[config.mk]
export PLATFORM = sky130hd
export DESIGN_NAME = dmem_arbiter
export DESIGN_NICKNAME = d
export VERILOG_FILES = /design/src/rtl/dmem_arbiter_pkg.sv /design/src/rtl/dmem_arbiter_rr.sv /design/src/rtl/dmem_arbiter.sv
export SDC_FILE = /design/constraint.sdc
export NUM_CORES = 1
export LEC_CHECK = 0
export CORE_ASPECT_RATIO = 0.8
export CORE_MARGIN = 1.5
export CORE_UTILIZATION = 44
export CTS_BUF_LIST = sky130_fd_sc_hd__clkbuf_8
export DETAILED_ROUTE_END_ITERATION = 6
export PLACE_DENSITY = 0.88
export SLEW_MARGIN = 20
export SYNTH_ARGS = -nofsm -noshare
export SYNTH_HDL_FRONTEND = slang
export SYNTH_HIERARCHICAL = 1
export SYNTH_SLANG_ARGS = --single-unit
[constraint.sdc]
create_clock -name clk_i -period 7.3 [get_ports clk_i]
set_clock_uncertainty 0.05 [all_clocks]
set_input_delay 1.46 -clock clk_i [delete_from_list [all_inputs] [get_ports clk_i]]
set_output_delay 1.46 -clock clk_i [all_outputs]
set_load 0.1 [all_outputs]
[src/rtl/dmem_arbiter_pkg.sv]
// Shared types and constants for the two-master data-memory arbiter.
package dmem_arb_pkg;

  typedef enum logic [1:0] {
    IDLE   = 2'd0,
    ACCESS = 2'd1,
    DONE   = 2'd2
  } state_e;

  typedef logic mid_t;

  localparam int unsigned WORD_BYTES = 4;
  localparam logic [1:0]  ALIGN_MASK = 2'(WORD_BYTES - 1);

endpackage

[src/rtl/dmem_arbiter_rr.sv]
// Combinational two-way pick; rr_i names the master that wins when both request.
module rr_arbiter2
  import dmem_arb_pkg::*;
(
  input  logic req0_i,
  input  logic req1_i,
  input  mid_t rr_i,
  output mid_t gnt_id_o,
  output logic gnt_vld_o
);
  assign gnt_vld_o = req0_i | req1_i;
  assign gnt_id_o  = (req0_i && req1_i) ? rr_i : req1_i;
endmodule

[src/rtl/dmem_arbiter.sv]
// Two-master round-robin sequencer in front of Data_Memory: alignment/range check,
// fixed LATENCY access window, one-cycle ack and per-master read data.
module dmem_arbiter
  import dmem_arb_pkg::*;
#(
  parameter int unsigned ADDR_W    = 32,
  parameter int unsigned DATA_W    = 32,
  parameter int unsigned MEM_BYTES = 32,
  parameter int unsigned LATENCY   = 2
) (
  input  logic              clk_i,
  input  logic              rst_i,
  input  logic              m0_req_i,
  input  logic              m0_we_i,
  input  logic [ADDR_W-1:0] m0_addr_i,
  input  logic [DATA_W-1:0] m0_wdata_i,
  output logic              m0_ack_o,
  output logic              m0_err_o,
  output logic [DATA_W-1:0] m0_rdata_o,
  input  logic              m1_req_i,
  input  logic              m1_we_i,
  input  logic [ADDR_W-1:0] m1_addr_i,
  input  logic [DATA_W-1:0] m1_wdata_i,
  output logic              m1_ack_o,
  output logic              m1_err_o,
  output logic [DATA_W-1:0] m1_rdata_o,
  output logic              mem_MemWrite_o,
  output logic              mem_MemRead_o,
  output logic [ADDR_W-1:0] mem_addr_o,
  output logic [DATA_W-1:0] mem_write_data_o,
  input  logic [DATA_W-1:0] mem_data_i
);

  localparam int unsigned       CNT_W    = (LATENCY > 1) ? $clog2(LATENCY) : 1;
  localparam logic [CNT_W-1:0]  CNT_LAST = CNT_W'(LATENCY - 1);
  localparam logic [ADDR_W-1:0] MAX_ADDR = ADDR_W'(MEM_BYTES - WORD_BYTES);

  state_e            state_q, state_d;
  mid_t              rr_q, rr_d;
  mid_t              gnt_q, gnt_d;
  logic [CNT_W-1:0]  cnt_q, cnt_d;
  logic              we_q, we_d;
  logic              err_q, err_d;
  logic [ADDR_W-1:0] addr_q, addr_d;
  logic [DATA_W-1:0] wdata_q, wdata_d;
  logic [DATA_W-1:0] rdata0_q, rdata0_d;
  logic [DATA_W-1:0] rdata1_q, rdata1_d;

  mid_t              pick_id;
  logic              pick_vld;
  logic              pick_we;
  logic [ADDR_W-1:0] pick_addr;
  logic [DATA_W-1:0] pick_wdata;
  logic              pick_legal;

  rr_arbiter2 u_rr (
    .req0_i    (m0_req_i),
    .req1_i    (m1_req_i),
    .rr_i      (rr_q),
    .gnt_id_o  (pick_id),
    .gnt_vld_o (pick_vld)
  );

  always_comb begin
    pick_we    = pick_id ? m1_we_i    : m0_we_i;
    pick_addr  = pick_id ? m1_addr_i  : m0_addr_i;
    pick_wdata = pick_id ? m1_wdata_i : m0_wdata_i;
    pick_legal = ((pick_addr[1:0] & ALIGN_MASK) == 2'b00) && (pick_addr <= MAX_ADDR);
  end

  // Address/data registers load only on legal grants so the memory bus holds its last access.
  always_comb begin
    state_d  = state_q;
    rr_d     = rr_q;
    gnt_d    = gnt_q;
    cnt_d    = cnt_q;
    we_d     = we_q;
    err_d    = err_q;
    addr_d   = addr_q;
    wdata_d  = wdata_q;
    rdata0_d = rdata0_q;
    rdata1_d = rdata1_q;
    unique case (state_q)
      IDLE: begin
        if (pick_vld) begin
          gnt_d = pick_id;
          rr_d  = ~pick_id;
          err_d = ~pick_legal;
          if (pick_legal) begin
            we_d    = pick_we;
            addr_d  = pick_addr;
            wdata_d = pick_wdata;
            cnt_d   = CNT_LAST;
            state_d = ACCESS;
          end else begin
            state_d = DONE;
          end
        end
      end
      ACCESS: begin
        if (cnt_q == '0) begin
          state_d = DONE;
          if (!we_q) begin
            if (gnt_q) rdata1_d = mem_data_i;
            else       rdata0_d = mem_data_i;
          end
        end else begin
          cnt_d = cnt_q - CNT_W'(1);
        end
      end
      DONE:    state_d = IDLE;
      default: state_d = IDLE;
    endcase
  end

  always_ff @(posedge clk_i or posedge rst_i) begin
    if (rst_i) begin
      state_q  <= IDLE;
      rr_q     <= 1'b0;
      gnt_q    <= 1'b0;
      cnt_q    <= '0;
      we_q     <= 1'b0;
      err_q    <= 1'b0;
      addr_q   <= '0;
      wdata_q  <= '0;
      rdata0_q <= '0;
      rdata1_q <= '0;
    end else begin
      state_q  <= state_d;
      rr_q     <= rr_d;
      gnt_q    <= gnt_d;
      cnt_q    <= cnt_d;
      we_q     <= we_d;
      err_q    <= err_d;
      addr_q   <= addr_d;
      wdata_q  <= wdata_d;
      rdata0_q <= rdata0_d;
      rdata1_q <= rdata1_d;
    end
  end

  assign m0_ack_o   = (state_q == DONE) && (gnt_q == 1'b0);
  assign m1_ack_o   = (state_q == DONE) && (gnt_q == 1'b1);
  assign m0_err_o   = m0_ack_o && err_q;
  assign m1_err_o   = m1_ack_o && err_q;
  assign m0_rdata_o = rdata0_q;
  assign m1_rdata_o = rdata1_q;

  // Write strobe only in the final window cycle so the memory sees exactly one write edge.
  assign mem_MemRead_o    = (state_q == ACCESS) && !we_q;
  assign mem_MemWrite_o   = (state_q == ACCESS) && we_q && (cnt_q == '0);
  assign mem_addr_o       = addr_q;
  assign mem_write_data_o = wdata_q;

endmodule

; ---- Word-level counts from Yosys, hierarchy flattened
; Index checks and enable logic that the tools add are counted.
; Widths: inputs -> output; s select.
[word_totals]
ff_bits = 135
input_bits = 166
output_inout_bits = 134
wordCells = 54
[op_classes]
addsub = 1
n_lt_le_gt_ge = 1
eq_ne = 5
n_mux = 12
bitwise_logic = 6
reduce_logical = 19
[ops]
columns = operator, count
row1 = $mux 32, 2
row2 = $le 32x5->1 const B, 1
row3 = $logic_and 1x1->1, 9
row4 = $reduce_and 4->1, 2
row5 = $mux 2, 3
row6 = $ne 2x2->1 const B, 3
row7 = $reduce_and 3->1, 2
row8 = $mux 1, 5
row9 = $not 1->1, 5
row10 = $logic_not 2->1, 2
row11 = $pmux 2 s2, 1
row12 = $reduce_and 2->1, 2
row13 = $eq 2x1->1 const B, 1
row14 = $eq 2x2->1 const B, 1
row15 = $pmux 1 s2, 1
row16 = $reduce_bool 2->1, 1
row17 = $logic_not 1->1, 1
row18 = $or 1x1->1, 1
row19 = $sub 1x1->1 const B, 1

; ---- Depth between registers and ports, before layout
; Gate-level depths: netlist of run 1.
[logic_depth]
ltp_word = 8
mapped_depth = 10
ltp_nobuf = 7

; ---- Modules after synthesis
; Netlist of run 1, hierarchy kept.
[modules_own_cells]
columns = module, instances, cells_each, area_each_um2, seq_area_each_um2
row1 = dmem_arbiter, 1, 375, 5691.7, 3378.2
row2 = rr_arbiter2, 1, 3, 17.5, 0.0

; ---- Least setup slack after synthesis of run 1
; No wires, ideal clock.
[synth_timing]
kind = register -> output
start = register state_q[1]
end = output port mem_MemWrite_o
arrival_time_ps = 2894
t_required_ps = 5790
setup_slack_ps = 2896
stages_incl_launch_ff = 4
n_path_buf = 1
cell_sequence = dfrtp_1 -> nand2b_1 -> clkbuf_1 -> nor3b_1
[synth_via]
elab_chain_cells = 3
[synth_rtl]
columns = element, line_no
row1 = from (decl), dmem_arbiter.sv:38  ; state_e state_q, state_d;
row2 = from (signal assigned), dmem_arbiter.sv:129  ; state_q <= state_d;
row3 = $eq 2x1->1, dmem_arbiter.sv:151  ; assign mem_MemWrite_o = (state_q == ACCESS) && we_q && (cnt_q == '0);
row4 = $logic_and 1x1->1 (2 in a row), dmem_arbiter.sv:151
row5 = to (decl), dmem_arbiter.sv:27  ; output logic mem_MemWrite_o,
; Every way passes these cells.

; ---- Worst setup path after layout of run 1
[layout_timing]
start = input port m0_req_i
end = register wdata_q[31] (netlist: mem_write_data_o[31])
[layout_via]
elab_chain_cells = 6
elab_cells_between_ends = 9
cone_classes = order compare: 1 / mux: 3 / bitwise: 1 / reduce/logical: 4
[layout_rtl]
columns = element, line_no
row1 = from (decl), dmem_arbiter.sv:13  ; input logic m0_req_i,
row2 = $logic_and 1x1->1 (*), dmem_arbiter_rr.sv:12  ; assign gnt_id_o = (req0_i && req1_i) ? rr_i : req1_i;
row3 = $mux 1 (*), dmem_arbiter_rr.sv:12
row4 = named net pick_id, dmem_arbiter.sv:49  ; mid_t pick_id;
row5 = $mux 32, dmem_arbiter.sv:66  ; pick_addr = pick_id ? m1_addr_i : m0_addr_i;
row6 = $le 32x5->1 or $logic_not 2->1 (tied branches), dmem_arbiter.sv:68  ; pick_legal = ((pick_addr[1:0] & ALIGN_MASK) == 2'b00) && (pick_addr <= MAX_ADDR);
row7 = $logic_and 1x1->1, dmem_arbiter.sv:68
row8 = $reduce_and 3->1 (no line), n/a
row9 = to (signal assigned), dmem_arbiter.sv:136  ; wdata_q <= wdata_d;
row10 = to (decl), dmem_arbiter.sv:45  ; logic [DATA_W-1:0] wdata_q, wdata_d;
; The timed path passes the listed nets; every way through them passes the cells marked *.
; A chain may end at the register's enable or synchronous reset.

==> run metrics, run 1 <==
DRC errors left=0; first-pass GRT wire length=25000 um; share of cells above drive strength 1=25.3%; CP arrival=5.09 ns; Metal-1 WL=6020 um; Post-Route WL=16100 um; die height=105 um; reg2reg setup slack=3.57 ns; die area=0.0137 mm^2; H-tree depth=4; Hold Startpoint=mem_addr_o[6]; Syn Inst Count=378; Crit path top cell by count=buf_4; Req. time, crit path=7.56 ns; Yosys top cell by area=dfrtp_1; static leakage=4.18 nW; flops & latches, synth=135; gr usage total=24.5%; Vias/cell=4.89; synthesized cell area=0.00571 mm^2; Root Buffer=clkbuf_8; Nets=848; Initial Utilization=44.7%; utilization after layout=72.8%; Avg Inst Size Synth=15.1 um^2; Worst Hold Depth=1; fin crit share=66.2%; number of diodes=0; worst reg2reg endpoint=mem_write_data_o[31]; worst-path cell chain=clkdlybuf4s50_1 -> a21boi_4 -> buf_4 -> or4b_1 -> o22a_1 -> nor2_2 -> nand4_4 -> buf_4 -> mux2_4; wire per inst=18.5 um; RePlAce Congestion=0.873; Num CTS Buffers=17; min-delay worst type=reg -> reg; max-slew violations=0; placed cell count=838; antenna violations before repair=0; Slew HR=27.5%; Tmin final=4.83 ns; final hold violations=0; number of setup violations in the final report=0; Final WS setup=2.47 ns; Max Fanout on Critical Path=46; top cell type's share of synthesized area=59.2%; post_cts resized=0; Final Non-Filler Cells=870; clock latency on the worst-skew pair=0.42 ns; drt first pass iters=4; max layer used=met4; Crit Path Class=in -> reg; length of routed met2 wiring=8540 um; final setup TNS=0 ns; Max VDD drop=0.000123 V; GR Overflow Total=0; RSZ-0062 raised after global routing=false; max_cap viols=0; top post-synthesis cells by area=dfrtp_1 59%, mux2_2 20%, mux2_4 9.5%; CTS hold repair buffers=0; HPWL Detailed=12500 um; clock sinks=135; Initial DRC Count=129; slowest stage cell on the critical path=a21boi_4; Synth cell types=33; Max Clock Freq=207 MHz; largest net degree at the start of global routing=83; syn_nets=544; WL met3=1070 um; Power Density=186 mW/mm^2; worst reg2reg path depth=9; status=finished, final reports clean; row count=37; clk buf depth=2; TritonCTS clock tree=done; I/O pin count=300; area grow syn2layout=62.9%; Via Count=4253; I/O Buffers=299; clock transition at the registers of the reported paths=0.07 ns; Seq/Total Area, Yosys=59.2%; Min-Delay Endpoint=mem_addr_o[6]; reg-to-reg startpoint=rr_q; Worst Setup End Kind=flop; Ys Warns=6; Antenna Nets Post-Route=0; fillers=851; dpl ws=2.06 ns; width of the die=130 um; vias in the first global route=4615; setup bufs post-CTS=0; CP startpoint kind=primary input; Worst path max stage delay=0.54 ns; Fin Hold WS=0.439 ns; Slew @ Worst Pin=1.08 ns; Core Region=0.0128 mm^2
[synthesized netlist by cell type]
master	n
dfrtp_1	135
mux2_2	100
mux2_4	36
and2_1	31
nand2_1	8
nor4_1	8
buf_6	6
buf_2	5
nor2_1	5
buf_1	4
clkbuf_1	4
inv_1	4
nor3_1	4
nor2b_1	3
and3_1	2
nand4_1	2
nor3b_1	2
nor4b_1	2
o21ai_0	2
o22ai_1	2
a21boi_1	1
a22oi_1	1
a31oi_1	1
nand2b_1	1
nand3b_1	1
nand4_4	1
nor2_2	1
nor4_2	1
o21a_1	1
o22a_1	1
or2_1	1
or4_1	1
or4b_1	1
[flip-flops by register name (all words and copies together) (netlist names)]
signal	cells
m0_rdata_o	32
mem_write_data_o	32
m1_rdata_o	32
rr_q	1
err_q	1
we_q	1
state_q	2
gnt_q	1
mem_addr_o	32
cnt_q	1
[routing by layer]
layer	GRT usage [%]	vias to the layer above
li1	-	1943
met1	26.8	2089
met2	44.4	188
met3	6.81	33
met4	9.58	0
met5	0	-
[cells by family after synthesis]
| group | after synthesis | synth area share, % |
|---|---|---|
| flip-flops | 135 | 59.2 |
| buffers and inverters | 23 | 2.41 |
| AND/OR/NAND/NOR | 75 | 8.17 |
| AO/OA/AOI/OAI | 9 | 1.05 |
| multiplexers | 136 | 29.2 |
[area by class of cell]
| cell class | instances | area (um^2) | share of cell area (%) |
|---|---|---|---|
| repair buffers | 304 | 3030 | 32.6 |
| flip-flops and latches | 135 | 3380 | 36.3 |
| inverters | 4 | 20.0 | 0.215 |
| well taps | 175 | 219 | 2.35 |
| clock buffers | 17 | 234 | 2.52 |
| clock inverters | 15 | 203 | 2.18 |
| multi-input cells | 220 | 2210 | 23.8 |
[per-stage QoR]
step           total power [mW]  cell area (um^2)
6_report                   1.73              9300
5_1_grt                    1.80              9300
4_1_cts                    1.75              9300
3_5_place_dp               1.07              8860
3_3_place_gp               1.07              8860
2_1_floorplan             0.935              5710
[worst max-delay path: cells and delay by family]
kind / cells / cell delay, ns
mux: 1 / 0.36
simple gates: 3 / 1.06
compound gates: 2 / 0.75
buf+inv: 3 / 1.41
[where the power goes]
group	switching, mW	leakage, nW	internal [mW]	total [mW]
clock	0.294	0.221	0.376	0.670
sequential	0.00842	1.80	0.759	0.768
combinational	0.157	2.16	0.133	0.290
total	0.460	4.18	1.27	1.73
[how the worst max path moves through the flow]
stage	startpoint	depth (start not counted)	slack (ns)	to
after CTS	m0_req_i	9	2.51	we_q
final	m0_req_i	9	2.47	mem_write_data_o[31]
after global routing	m0_req_i	9	2.26	we_q
after global placement	m1_req_i	9	2.17	mem_write_data_o[0]
after floorplan	rst_i	1	2.18	cnt_q
after detailed placement	m0_req_i	9	2.06	mem_write_data_o[0]
[placed cells by master (no fill, tap or decap), drive strengths merged, types with 3 or more instances in the layout]
cell type      netlist  final
buf                 15      5
clkinv               0      3
dfrtp              135    135
clkdlybuf4s50        0    299
nor2b                3      3
mux2               136    136
clkbuf               4     17
nand4                3      3
bufinv               0      4
and2                31     31
nor4                 9      9
nor3                 4      4
nor2                 6      6
inv                  4     10
nand2                8      8
Power figures use the tool's default switching activity.
==> run 2: changes to the inputs <==
CORE_UTILIZATION = 37   (was 44)
PLACE_DENSITY = 0.79   (was 0.88)
clock period = 3.96 ns   (was 7.3 ns; I/O delays follow)
==> run 2 against run 1 <==
  * Combinational power up 85%
  * Count of clock-buffer cells in the layout up 3
  * Routed wire length down 2.8%
  * Power up 75%
  * Sequential power up 84%
  * Cell count up 4.4%
  * Clock power up 60%
  * Sequential cell count unchanged
  * Sequential share of layout area down 0.093 points
  * Highest routed layer unchanged
==> run metrics, run 2 (same netlist as run 1, synthesis figures left out) <==
status=finished, final reports clean; DRC errors left=0; gr usage total=19.8%; first-pass GRT wire length=24000 um; vias in the first global route=4597; static leakage=4.18 nW; dpl ws=0.499 ns; fillers=1158; Vias/cell=4.66; post-layout total power=3.02 mW; Post-Route WL=15700 um; clock transition at the registers of the reported paths=0.07 ns; Max Clock Freq=333 MHz; Max VDD drop=0.000193 V; Final Non-Filler Cells=908; number of diodes=0; clock latency on the worst-skew pair=0.44 ns; RSZ-0062 raised after global routing=false; placed cell count=877; HPWL Detailed=12200 um; max_cap viols=0; RePlAce Congestion=0.798; fin crit share=75.9%; largest net degree at the start of global routing=69; wire per inst=17.3 um; min-delay worst type=reg -> reg; Req. time, crit path=4.23 ns; commonest cells after routing, fill and taps aside=293 x clkdlybuf4s50_1, 135 x dfrtp_1, 100 x mux2_2, 36 x mux2_4, 31 x and2_1; Slew HR=30.5%; final hold violations=0; Power Density=324 mW/mm^2; clock power share=35.4%; TritonCTS clock tree=done; H-tree depth=4; die area=0.0162 mm^2; commonest non-fill, non-tap cell in the layout=clkdlybuf4s50_1; CTS hold repair buffers=0; setup bufs post-CTS=0; row count=40; clk buf depth=2; final setup TNS=0 ns; clock sinks=135; width of the die=142 um; Root Buffer=clkbuf_8; Psw=0.831 mW; Core Region=0.0151 mm^2; Slew @ Worst Pin=1.04 ns; drt first pass iters=4; Crit Path Class=in -> reg; Final WS setup=0.953 ns; share of cells above drive strength 1=26.6%; antenna violations before repair=0; Initial DRC Count=142; GR Overflow Total=0; max-slew violations=0; Num CTS Buffers=17; Max Fanout on Critical Path=68; Initial Utilization=37.9%; combinational share of power=17.7%; Seq pwr share=46.8%; I/O Buffers=299; Worst Setup End Kind=flop; area grow syn2layout=63.3%; Tmin final=3.01 ns; CP arrival=3.28 ns; post_cts resized=0; die height=114 um; number of setup violations in the final report=0; Pint=2.19 mW; I/O pin count=300; Nets=852; switch share=27.5%; Antenna Nets Post-Route=0; Via Count=4230; register area=0.00338 mm^2; multi-input logic area=0.00221 mm^2; CP startpoint kind=primary input
[run 2: cell types whose count changed in the layout (fill, tap and decap cells not counted), sizes merged]
cell | previous run | this run
clkdlybuf4s50 | 299 | 293
clkinvlp | 2 | 6
inv | 10 | 4
bufinv | 4 | 1
clkinv | 3 | 4
clkbuf | 17 | 20
buf | 5 | 15
[run 2: routing by layer]
metal / global-route usage [%] / wire length, um / vias to the layer above
met5: 0 / 0 / -
met4: 6.67 / 279 / 0
met2: 35.4 / 8240 / 187
li1: - / - / 1949
met1: 22.1 / 6180 / 2070
met3: 6.57 / 976 / 24
[run 2: final timing paths]
check	start	end	slack, ns	cells after the start
min reg2reg	mem_addr_o[18]	mem_addr_o[18]	0.44	1
max reg2reg	rr_q	mem_addr_o[4]	1.31	9
max in group asynchronous	rst_i	m1_rdata_o[6]	2.42	3
min	mem_addr_o[18]	mem_addr_o[18]	0.44	1
max	m0_req_i	mem_addr_o[4]	0.95	9
min in group asynchronous	rst_i	m1_rdata_o[20]	0.64	2
[run 2: power groups by stage]
stage / clock (mW) / combinational [mW] / sequential [mW]
finish: 1.07 / 0.536 / 1.41
global route: 1.17 / 0.565 / 1.42
CTS: 1.10 / 0.541 / 1.41
detailed placement: 0 / 0.540 / 1.44
global placement: 0 / 0.532 / 1.44
floorplan: 0 / 0.163 / 1.56
[run 2: layout make-up]
| class | instances | area share, % |
|---|---|---|
| sequential | 135 | 36.2 |
| timing repair buffer | 308 | 32.9 |
| multi-input combinational | 220 | 23.7 |
| clock buffer | 20 | 2.95 |
| tap | 210 | 2.82 |
| clock inverter | 11 | 1.10 |
| inverter | 4 | 0.201 |
[run 2: through the flow]
step,hold WS [ns],util [%],area [um^2]
6_report,0.438,61.9,9320
3_5_place_dp,0.424,59.4,8940
3_3_place_gp,0.419,59.4,8940
2_1_floorplan,0.400,-,5710
5_1_grt,0.452,61.9,9320
4_1_cts,0.442,61.9,9320
[run 2: worst max-delay path: stages]
cell             delay [ns]
clkdlybuf4s50_1        0.52
a21boi_4               0.12
buf_4                  0.21
or4_1                  0.53
o22a_1                 0.22
nor2_2                 0.14
nand4_4                0.10
buf_12                 0.27
mux2_4                 0.34
